===== src/rtl/fp_addsub_arbiter_ctrl.sv =====
// fp_addsub_arbiter_ctrl
// Round-robin front end that shares one combinational fp_adder_subber between
// two requesters. Operands arrive packed (IEEE-754 single or half), are unpacked
// into the adder's sign/exponent/mantissa fields, and results are packed back.
// Zero/Inf/NaN operands are resolved locally because the adder always assumes
// an implicit leading one.
//
// Ports:
//   clk, rst                    clock, synchronous active-high reset
//   req_valid[1:0]/req_ready    per-requester request handshake (ready is combinational)
//   req{0,1}_{a,b}              packed operands (half uses bits[15:0])
//   req_op[i], req_mode[i]      0=add/1=sub, 0=half/1=single for requester i
//   dp_*  (out)                 registered adder operand drive
//   dp_*  (in)                  adder result and {ovf, unf, inx} flags
//   resp_valid/resp_ready       tagged response handshake
//   resp_id, resp_result        owning requester, packed result (half zero-extended)
//   resp_flags                  {invalid, overflow, underflow, inexact}
//   busy                        FSM not idle
//   op_count                    completed response handshakes, wraps
module fp_addsub_arbiter_ctrl #(
    parameter int unsigned HP_REBIAS = 112,
    parameter int unsigned CNT_W     = 16
) (
    input  logic             clk,
    input  logic             rst,
    input  logic [1:0]       req_valid,
    output logic [1:0]       req_ready,
    input  logic [31:0]      req0_a,
    input  logic [31:0]      req0_b,
    input  logic [31:0]      req1_a,
    input  logic [31:0]      req1_b,
    input  logic [1:0]       req_op,
    input  logic [1:0]       req_mode,
    output logic             dp_sign_a,
    output logic             dp_sign_b,
    output logic             dp_operation,
    output logic             dp_mode_fp,
    output logic             dp_round_mode,
    output logic [7:0]       dp_exp_a,
    output logic [7:0]       dp_exp_b,
    output logic [22:0]      dp_mant_a,
    output logic [22:0]      dp_mant_b,
    input  logic             dp_sign,
    input  logic [7:0]       dp_exp,
    input  logic [22:0]      dp_mant,
    input  logic             dp_ovf,
    input  logic             dp_unf,
    input  logic             dp_inx,
    output logic             resp_valid,
    input  logic             resp_ready,
    output logic             resp_id,
    output logic [31:0]      resp_result,
    output logic [3:0]       resp_flags,
    output logic             busy,
    output logic [CNT_W-1:0] op_count
);

    typedef enum logic [1:0] {IDLE, EXEC, RESP} state_t;

    state_t state_q, state_d;

    logic        rr_ptr;        // 0: requester 0 preferred
    logic        grant_c, grant_vld_c, accept_c;
    logic [31:0] sel_a_c, sel_b_c;
    logic        sel_op_c, sel_mode_c;
    logic [31:0] unp_a_c, unp_b_c;
    logic [2:0]  cls_a_c, cls_b_c;  // {zero, inf, nan}
    logic        sign_a_c, sign_b_eff_c;
    logic        byp_hit_c, byp_inv_c;
    logic [31:0] byp_res_c;
    logic        byp_hit_q, byp_inv_q, id_q;
    logic [31:0] byp_res_q;
    logic [31:0] pack_res_c;
    logic [3:0]  pack_flags_c;
    logic [4:0]  hexp_c;

    // Single passes through; half is rebiased and left-aligned into 23 bits.
    function automatic logic [31:0] unpack_op(input logic [31:0] x, input logic single);
        if (single) return x;
        return {x[15], 8'(x[14:10]) + 8'(HP_REBIAS), x[9:0], 13'b0};
    endfunction

    // Returns {zero, inf, nan} from the raw encoding; subnormals count as zero.
    function automatic logic [2:0] classify(input logic [31:0] x, input logic single);
        logic zero, special, frac_nz;
        if (single) begin
            zero    = (x[30:23] == 8'h00);
            special = &x[30:23];
            frac_nz = |x[22:0];
        end else begin
            zero    = (x[14:10] == 5'h00);
            special = &x[14:10];
            frac_nz = |x[9:0];
        end
        return {zero, special & ~frac_nz, special & frac_nz};
    endfunction

    // Arbitration: lone requester wins, contention goes to the preferred one.
    always_comb begin
        grant_vld_c = 1'b0;
        grant_c     = 1'b0;
        case (req_valid)
            2'b01:   begin grant_vld_c = 1'b1; grant_c = 1'b0;   end
            2'b10:   begin grant_vld_c = 1'b1; grant_c = 1'b1;   end
            2'b11:   begin grant_vld_c = 1'b1; grant_c = rr_ptr; end
            default: ;
        endcase
    end

    assign accept_c      = (state_q == IDLE) && grant_vld_c;
    assign req_ready     = accept_c ? (grant_c ? 2'b10 : 2'b01) : 2'b00;
    assign dp_round_mode = 1'b0;

    assign sel_a_c    = grant_c ? req1_a : req0_a;
    assign sel_b_c    = grant_c ? req1_b : req0_b;
    assign sel_op_c   = req_op[grant_c];
    assign sel_mode_c = req_mode[grant_c];

    assign unp_a_c      = unpack_op(sel_a_c, sel_mode_c);
    assign unp_b_c      = unpack_op(sel_b_c, sel_mode_c);
    assign cls_a_c      = classify(sel_a_c, sel_mode_c);
    assign cls_b_c      = classify(sel_b_c, sel_mode_c);
    assign sign_a_c     = sel_mode_c ? sel_a_c[31] : sel_a_c[15];
    assign sign_b_eff_c = (sel_mode_c ? sel_b_c[31] : sel_b_c[15]) ^ sel_op_c;

    // Special-operand results the adder cannot produce, in priority order.
    always_comb begin
        byp_hit_c = 1'b0;
        byp_inv_c = 1'b0;
        byp_res_c = '0;
        if (cls_a_c[0] || cls_b_c[0] ||
            (cls_a_c[1] && cls_b_c[1] && (sign_a_c != sign_b_eff_c))) begin
            byp_hit_c = 1'b1;
            byp_inv_c = 1'b1;
            byp_res_c = sel_mode_c ? 32'h7FC0_0000 : 32'h0000_7E00;
        end else if (cls_a_c[1]) begin
            byp_hit_c = 1'b1;
            byp_res_c = sel_mode_c ? {sign_a_c, 8'hFF, 23'b0} : {16'b0, sign_a_c, 5'h1F, 10'b0};
        end else if (cls_b_c[1]) begin
            byp_hit_c = 1'b1;
            byp_res_c = sel_mode_c ? {sign_b_eff_c, 8'hFF, 23'b0} : {16'b0, sign_b_eff_c, 5'h1F, 10'b0};
        end else if (cls_a_c[2] && cls_b_c[2]) begin
            byp_hit_c = 1'b1;
            byp_res_c = sel_mode_c ? {sign_a_c & sign_b_eff_c, 31'b0}
                                   : {16'b0, sign_a_c & sign_b_eff_c, 15'b0};
        end else if (cls_a_c[2]) begin
            byp_hit_c = 1'b1;
            byp_res_c = sel_mode_c ? {sign_b_eff_c, sel_b_c[30:0]} : {16'b0, sign_b_eff_c, sel_b_c[14:0]};
        end else if (cls_b_c[2]) begin
            byp_hit_c = 1'b1;
            byp_res_c = sel_mode_c ? sel_a_c : {16'b0, sel_a_c[15:0]};
        end
    end

    assign hexp_c = 5'(dp_exp - 8'(HP_REBIAS));

    // Pack adder output. A half result whose exponent exceeds the half range is
    // treated as overflow even if the adder did not flag it.
    always_comb begin
        pack_res_c   = {dp_sign, dp_exp, dp_mant};
        pack_flags_c = {1'b0, dp_ovf, dp_unf, dp_inx};
        if (byp_hit_q) begin
            pack_res_c   = byp_res_q;
            pack_flags_c = {byp_inv_q, 3'b000};
        end else if (!dp_mode_fp) begin
            if (dp_ovf || (dp_exp > 8'(HP_REBIAS + 30))) begin
                pack_res_c   = {16'b0, dp_sign, 5'h1F, 10'b0};
                pack_flags_c = {1'b0, 1'b1, dp_unf, dp_inx};
            end else if (dp_exp < 8'(HP_REBIAS + 1)) begin
                pack_res_c   = {16'b0, dp_sign, 15'b0};
                pack_flags_c = {1'b0, dp_ovf, 1'b1, 1'b1};
            end else begin
                pack_res_c   = {16'b0, dp_sign, hexp_c, dp_mant[22:13]};
            end
        end
    end

    // FSM state register
    always_ff @(posedge clk) begin
        if (rst) begin
            state_q <= IDLE;
            busy    <= 1'b0;
        end else begin
            state_q <= state_d;
            busy    <= (state_d != IDLE);
        end
    end

    // FSM next state
    always_comb begin
        state_d = state_q;
        case (state_q)
            IDLE:    if (accept_c) state_d = EXEC;
            EXEC:    state_d = RESP;
            RESP:    if (resp_ready) state_d = IDLE;
            default: state_d = IDLE;
        endcase
    end

    // Operand capture, bypass result and round-robin pointer on accept
    always_ff @(posedge clk) begin
        if (rst) begin
            rr_ptr       <= 1'b0;
            dp_sign_a    <= 1'b0;
            dp_sign_b    <= 1'b0;
            dp_exp_a     <= '0;
            dp_exp_b     <= '0;
            dp_mant_a    <= '0;
            dp_mant_b    <= '0;
            dp_operation <= 1'b0;
            dp_mode_fp   <= 1'b0;
            byp_hit_q    <= 1'b0;
            byp_inv_q    <= 1'b0;
            byp_res_q    <= '0;
            id_q         <= 1'b0;
        end else if (accept_c) begin
            if (req_valid == 2'b11) rr_ptr <= ~grant_c;
            {dp_sign_a, dp_exp_a, dp_mant_a} <= unp_a_c;
            {dp_sign_b, dp_exp_b, dp_mant_b} <= unp_b_c;
            dp_operation <= sel_op_c;
            dp_mode_fp   <= sel_mode_c;
            byp_hit_q    <= byp_hit_c;
            byp_inv_q    <= byp_inv_c;
            byp_res_q    <= byp_res_c;
            id_q         <= grant_c;
        end
    end

    // Response channel and completion counter
    always_ff @(posedge clk) begin
        if (rst) begin
            resp_valid  <= 1'b0;
            resp_id     <= 1'b0;
            resp_result <= '0;
            resp_flags  <= '0;
            op_count    <= '0;
        end else if (state_q == EXEC) begin
            resp_valid  <= 1'b1;
            resp_id     <= id_q;
            resp_result <= pack_res_c;
            resp_flags  <= pack_flags_c;
        end else if ((state_q == RESP) && resp_ready) begin
            resp_valid  <= 1'b0;
            op_count    <= op_count + CNT_W'(1);
        end
    end

endmodule


===== config.mk =====
export PLATFORM = sky130hd
export DESIGN_NAME = fp_addsub_arbiter_ctrl
export DESIGN_NICKNAME = d
export VERILOG_FILES = /design/src/rtl/fp_addsub_arbiter_ctrl.sv
export SDC_FILE = /design/constraint.sdc
export NUM_CORES = 1
export LEC_CHECK = 0
export ABC_AREA = 1
export CAP_MARGIN = 20
export CORE_UTILIZATION = 30
export CTS_CLUSTER_DIAMETER = 120
export DETAILED_ROUTE_END_ITERATION = 8
export PLACE_DENSITY = 0.59
export SYNTH_ARGS = -nofsm -noshare
export SYNTH_HDL_FRONTEND = slang
export SYNTH_SLANG_ARGS = --single-unit

===== constraint.sdc =====
create_clock -name clk -period 3.3 [get_ports clk]
set_clock_uncertainty 0.15 [all_clocks]
set_input_delay 0.495 -clock clk [delete_from_list [all_inputs] [get_ports clk]]
set_output_delay 0.495 -clock clk [all_outputs]
set_load 0.03 [all_outputs]

==> results.py, run 1 <==
metrics = {
    "cts": {
        "clock_latency_ns": 0.43,
        "clockBufferDepth": 2,
        "cts_made_buffers": 17,
        "cts_tree": "built",
        "cts-root-buf": "clkbuf_16",
        "cts_htree_levels": 4,
        "ctsHoldBuffers": 0,
        "path_clk_slew_ns": 0.07,
        "postCtsSetupBuffers": 0,
        "cts_num_sinks": 159,
    },
    "placement": {
        "place.port_buffers": 294,
        "dp_hpwl_um": 27400,
        "dp_cells": 2050,
        "place_congestion": 0.937,
    },
    "layout": {
        "regArea_um2": 3180,
        "fillers": 2928,
        "final_layout_size_suffix_gt1_frac": 0.112,
        "instances_no_fill": 2082,
        "fin_util": 0.472,
        "final_nets": 1865,
        "areaGrowthSynthToFinish_pct": 53.0,
        "antenna_cells": 0,
        "multi_input_area_um2": 4600,
    },
    "global_route": {
        "grt_usage": 0.241,
        "grt_first_pass_wirelength_um": 54900,
        "antenna_found_initial": 0,
        "grt_max_degree": 76,
        "grt-ovfl-total": 0,
        "grt_pass1_vias": 9915,
    },
    "floorplanning": {
        "fp.dieW_um": 172,
        "dieHeight_um": 172,
        "num_rows": 61,
        "dieArea_um2": 29600,
        "initial_core_util": 0.308,
        "core_area_um2": 28100,
        "ios": 296,
    },
    "timing": {
        "fmax_mhz": 328,
        "slew_headroom": 0.414,
        "finalHoldViolCount": 0,
        "rsz0062_at_grt": "false",
        "finalSetupViolations": 0,
        "report.final.slew_viol_count": 0,
        "worst_slew_pin_slew_ns": 0.879,
        "fin_crit_sh": 0.923,
        "whs_ns": 0.228,
        "fin_crit_ns": 3.05,
        "tns_ns": 0,
    },
    "setup_path": {
        "critical-path-top-delay-family": "simple AND/OR/NAND/NOR gates",
        "arrival_ns": 3.22,
        "end_kind": "register",
        "cp_common_cell": "nand2_1",
        "crit_type": "input pin to register",
        "crit_chain": "clkdlybuf4s50_1 > a21boi_2 > buf_12 > nand2_1 > o21ai_0 > nand2_1 > o21ai_0 > nand2_1 > nand2_1 > ha_1 > nand4_1 > nor2_1 > nor2_2 > nand2_1 > buf_4 > o211ai_1 > inv_1",
        "worstPathMaxFanout": 15,
        "crit_required_ns": 3.47,
        "cpPeakStageDelay_ns": 0.52,
        "crit_buf_inv": 4,
        "slowest_stage": "clkdlybuf4s50_1",
        "cp-start-kind": "input pin",
    },
    "detailed_routing": {
        "firstDrtPassIters": 7,
        "postRouteAntennaNets": 0,
        "drt_iter0_drc": 876,
        "post-route-drc-count": 0,
        "vias_per_cell": 4.90,
        "wl_per_cell_um": 17.0,
        "routed_wl_um": 35300,
        "via_count": 10200,
    },
    "synthesis": {
        "netlist_area_um2": 8660,
        "yosys_warnings": 0,
        "synth_top_area_cell": "dfxtp_1",
        "synth.avg_cell_area_um2": 6.46,
        "synth_edf_count": 0,
        "synth_cells": 1341,
        "syn-num-nets": 1515,
        "synth-async-reset-ratio": 0,
        "synth_top_area_frac": 0.367,
        "synth_cell_type_count": 47,
        "synth_ff_type": "dfxtp_1",
        "synth_area_leaders": "dfxtp_1, nand2_1, a21oi_1",
        "yosysSeqAreaShare": 0.367,
        "ys_ff_latch": 159,
    },
    "outcome": {
        "status": "finished, final reports clean",
    },
    "job": {
        "drv_cap": 0,
    },
    "power": {
        "power_density_nw_per_um2": 451,
        "vdd_drop_max_mv": 0.363,
        "p_leak_uw": 0.00570,
    },
    "worst_hold_path": {
        "hold_path.class": "input pin to register",
    },
}
-- flip-flops by register name, indices dropped and copies added (netlist names), 2 cells and up --
name,cells
dp_exp_a,8
dp_mant_a,23
dp_exp_b,8
resp_result,32
resp_flags,4
dp_mant_b,23
byp_res_q,32
state_q,2
op_count,16
-- what timing repair did --
action,CTS,global route
hold endpoints to repair,0,0
setup endpoints to repair,0,7
gates resized for setup,0,4
-- worst paths after layout --
check                                                   to                        from  cells past startpoint  slack (ns)
worst min register to register  resp_flags[2]$_SDFFE_PP0P_  resp_flags[2]$_SDFFE_PP0P_                      2        0.31
worst max register to register      byp_inv_q$_SDFFE_PP0P_         rr_ptr$_SDFFE_PP0P_                     17        0.47
worst min-delay path            dp_mant_a[10]$_SDFFE_PP0P_                         rst                      2        0.23
worst max-delay path                byp_inv_q$_SDFFE_PP0P_                req_valid[1]                     17        0.25
-- kinds of logic (layout without fill, tap and decap cells) --
kind of cell	Yosys count	count (layout)	synth area share
buffers and inverters	218	581	0.105
adder cells (fa/ha/maj)	2	2	0.00289
other	1	1	0.000433
XOR/XNOR	1	1	0.00101
AO/OA/AOI/OAI	320	320	0.216
multiplexers	1	1	0.00116
flip-flops	159	159	0.367
AND/OR/NAND/NOR	639	639	0.306
-- placed cells by master (no fill, tap or decap), types with 2 or more instances in the layout --
master / count
nand2_1: 404
clkdlybuf4s50_1: 291
dfxtp_1: 159
a21oi_1: 144
inv_1: 127
buf_4: 113
nor2_1: 105
o21ai_0: 79
nand3_1: 73
o211ai_1: 27
o221ai_1: 18
clkbuf_16: 17
nand4_1: 11
o22ai_1: 10
a22o_1: 10
a221oi_1: 9
or2_2: 9
nor3_1: 7
o21ai_1: 7
buf_12: 7
nand2_2: 6
nor2_2: 6
clkinv_1: 5
inv_2: 5
nand3b_1: 5
a31oi_1: 4
nor4_1: 4
inv_6: 4
clkinvlp_4: 4
o21a_1: 3
clkinv_2: 3
nand3_2: 2
o21ai_2: 2
ha_1: 2
-- metrics by stage --
stage / area (um^2) / setup WS, ns / total power (uW)
floorplan: 8660 / 0.574 / 3130
global placement: 12700 / -0.116 / 4040
detailed placement: 12700 / -0.205 / 4040
CTS: 13200 / 0.245 / 6000
global route: 13300 / 0.0114 / 6260
finish: 13300 / 0.253 / 5970
-- where the power goes --
part	internal [uW]	leakage, uW	switching [uW]	total (uW)
Combinational	777	0.00413	1070	1840
Clock	1070	0.000271	892	1960
Sequential	2070	0.00130	98.3	2170
Total	3920	0.00570	2060	5970
-- cell usage after synthesis, types with 3 or more instances --
library cell and number:
a21oi_1 144, a221oi_1 9, a22o_1 10, a31oi_1 4, buf_1 4, buf_2 11
buf_4 6, buf_6 7, clkbuf_1 53, clkinv_1 5, dfxtp_1 159, inv_1 128
inv_2 4, nand2_1 405, nand2_2 5, nand3_1 73, nand3b_1 5, nand4_1 11
nor2_1 107, nor2_2 4, nor3_1 7, nor4_1 4, o211ai_1 27, o21a_1 3
o21ai_0 81, o21ai_1 6, o221ai_1 18, o22ai_1 10, or2_2 9
-- layer usage --
layer / part of all wire / GRT usage
met1: 0.47 / 0.334
met2: 0.44 / 0.376
met3: 0.076 / 0.0563
met4: 0.016 / 0.0569
met5: 0 / 0
-- worst reg2reg max path: stages, from the launching register on --
cell      delay [ns]
dfxtp_1         0.31
inv_1           0.09
a21boi_2        0.24
buf_12          0.19
nand2_1         0.06
o21ai_0         0.11
nand2_1         0.10
o21ai_0         0.12
nand2_1         0.10
nand2_1         0.14
ha_1            0.26
nand4_1         0.09
nor2_1          0.06
nor2_2          0.30
nand2_1         0.12
buf_4           0.15
o211ai_1        0.07
inv_1           0.05
-- cell type report --
class                      instances  share of cell area
clock buffer                      18              0.0331
clock inverter                    14             0.00982
inverter                         137              0.0388
multi-input combinational        964               0.347
sequential                       159               0.240
tap                              378              0.0357
timing repair buffer             412               0.295
(Power assumes the default switching activity.)
==> inputs of run 2 (changes only) <==
Settings changed: GPL_TIMING_DRIVEN set to 0.
==> results.py, run 2 (same netlist as run 1, synthesis figures left out) <==
metrics = {
    "floorplanning": {
        "num_rows": 61,
        "dieArea_um2": 29600,
        "dieHeight_um": 172,
        "core_area_um2": 28100,
        "ios": 296,
        "initial_core_util": 0.308,
        "fp.dieW_um": 172,
    },
    "layout": {
        "final_common_cell": "nand2_1",
        "reg.largest.list": "byp_res_q x32, resp_result x32",
        "final_nets": 1829,
        "areaGrowthSynthToFinish_pct": 47.0,
        "final_layout_size_suffix_gt1_frac": 0.0612,
        "layout_common_cells": "nand2_1, clkdlybuf4s50_1, dfxtp_1",
        "antenna_cells": 0,
    },
    "power": {
        "intPower_uw": 3840,
        "power_density_nw_per_um2": 470,
        "p_switching_uw": 2140,
        "p_leak_uw": 0.00534,
        "p_total_uw": 5990,
        "swShare": 0.358,
        "power_frac_clock": 0.339,
        "pwr-share-seq": 0.363,
        "vdd_drop_max_mv": 0.388,
        "combPwrFrac": 0.298,
    },
    "setup_path": {
        "crit_required_ns": 3.52,
        "cpPeakStageDelay_ns": 0.54,
        "crit_chain": "clkdlybuf4s15_1 > nand2_4 > nand2_4 > buf_4 > o21ai_0 > nand3_1 > nor2_1 > nand2_1 > nand2_1 > nand2_1 > nand2_1 > nand2_2 > clkinv_1 > nand2_2 > nor3_4 > buf_4 > nand2_1 > a21oi_1",
        "crit_type": "input pin to register",
        "cp_common_cell": "nand2_1",
        "arrival_ns": 3.31,
        "crit_buf_inv": 4,
        "cp-start-kind": "input pin",
        "end_kind": "register",
        "slowest_stage": "o21ai_0",
        "worstPathMaxFanout": 10,
        "critical-path-top-delay-family": "simple AND/OR/NAND/NOR gates",
    },
    "detailed_routing": {
        "routed_wl_um": 38200,
        "postRouteAntennaNets": 0,
        "wl_per_cell_um": 18.7,
        "drt_iter0_drc": 857,
        "via_count": 10300,
        "firstDrtPassIters": 5,
        "vias_per_cell": 5.03,
        "post-route-drc-count": 0,
    },
    "worst_hold_path": {
        "hold_path.class": "register to register",
    },
    "outcome": {
        "status": "finished, final reports clean",
    },
    "timing": {
        "tns_ns": 0,
        "finalSetupViolations": 0,
        "fmax_mhz": 324,
        "fin_crit_sh": 0.935,
        "fin_crit_ns": 3.09,
        "slew_headroom": 0.215,
        "finalHoldViolCount": 0,
        "worst_slew_pin_slew_ns": 1.17,
        "report.final.slew_viol_count": 0,
        "rsz0062_at_grt": "false",
    },
    "global_route": {
        "grt_max_degree": 17,
        "antenna_found_initial": 0,
        "grt-ovfl-total": 0,
        "grt_first_pass_wirelength_um": 56800,
        "grt_usage": 0.256,
        "grt_pass1_vias": 9690,
    },
    "job": {
        "drv_cap": 0,
    },
    "cts": {
        "clockBufferDepth": 2,
        "path_clk_slew_ns": 0.08,
        "ctsHoldBuffers": 0,
        "clock_latency_ns": 0.44,
        "cts_num_sinks": 159,
        "cts_made_buffers": 17,
        "cts_htree_levels": 4,
        "cts_tree": "built",
        "cts-root-buf": "clkbuf_16",
    },
    "placement": {
        "place_congestion": 0.944,
        "dp_hpwl_um": 30700,
        "place.port_buffers": 293,
    },
}
-- run 2: changes by cell type in the layout (fill, tap and decap cells not counted), moves of 3 or more --
cell	before	now
clkbuf_1	0	47
buf_12	7	0
nor2_2	6	3
o21ai_2	2	5
buf_6	1	8
buf_4	113	9
buf_2	0	9
buf_1	0	4
clkbuf_4	0	3
-- run 2: metal layers --
metal,global-route usage,up-vias,share of wire
met5,0,-,0
met4,0.0746,0,0.022
met3,0.0508,55,0.084
met2,0.421,497,0.45
met1,0.338,4681,0.44
li1,-,5049,-
-- run 2: area by class of cell --
type                    count  area [um^2]
well taps                 378          473
fillers                  3043        15300
flip-flops and latches    159         3180
multi-input cells         964         4610
repair buffers            295         2950
clock inverters            14          150
clock buffers              18          439
plain buffers              81          425
inverters                 137          514
-- run 2: what timing repair did --
action	CTS	global route
pin swaps	0	1
setup endpoints to repair	44	36
resized for setup	23	12
buffers inserted	0	2
-- run 2: power by group through the flow --
stage / Sequential [uW] / Combinational [uW] / Clock [uW]
2_1_floorplan: 2440 / 697 / 0
5_1_grt: 2190 / 1920 / 2130
4_1_cts: 2170 / 1770 / 2050
6_report: 2170 / 1780 / 2030
3_5_place_dp: 2210 / 1750 / 0
3_3_place_gp: 2210 / 1740 / 0
-- run 2: worst reg2reg max path, cell delays in order (launching register included) --
cell	delay, ns
dfxtp_1	0.33
inv_2	0.07
nand2_4	0.12
nand2_4	0.11
buf_4	0.19
o21ai_0	0.54
nand3_1	0.16
nor2_1	0.14
nand2_1	0.06
nand2_1	0.10
nand2_1	0.06
nand2_1	0.07
nand2_2	0.10
clkinv_1	0.07
nand2_2	0.11
nor3_4	0.24
buf_4	0.16
nand2_1	0.09
a21oi_1	0.14
-- run 2: stage by stage --
step	instance area (um^2)	hold slack [ns]	utilization	cells	setup slack, ns
floorplan	8660	0.295	-	1341	0.574
global placement	12100	0.287	0.430	2012	-1.13
detailed placement	12100	0.293	0.430	2012	-1.21
CTS	12700	0.283	0.452	2044	-0.0184
global route	12700	0.323	0.454	2046	0.00851
finish	12700	0.306	0.454	2046	0.213
-- run 2: worst paths after layout --
kind / start / end / slack [ns] / cells after the start
hold reg to reg: op_count[15]$_SDFFE_PP0P_ / op_count[15]$_SDFFE_PP0P_ / 0.31 / 1
setup reg to reg: rr_ptr$_SDFFE_PP0P_ / byp_res_q[0]$_SDFFE_PP0P_ / 0.25 / 18
setup / recovery: req_valid[0] / byp_res_q[0]$_SDFFE_PP0P_ / 0.21 / 18
hold / removal: op_count[15]$_SDFFE_PP0P_ / op_count[15]$_SDFFE_PP0P_ / 0.31 / 1
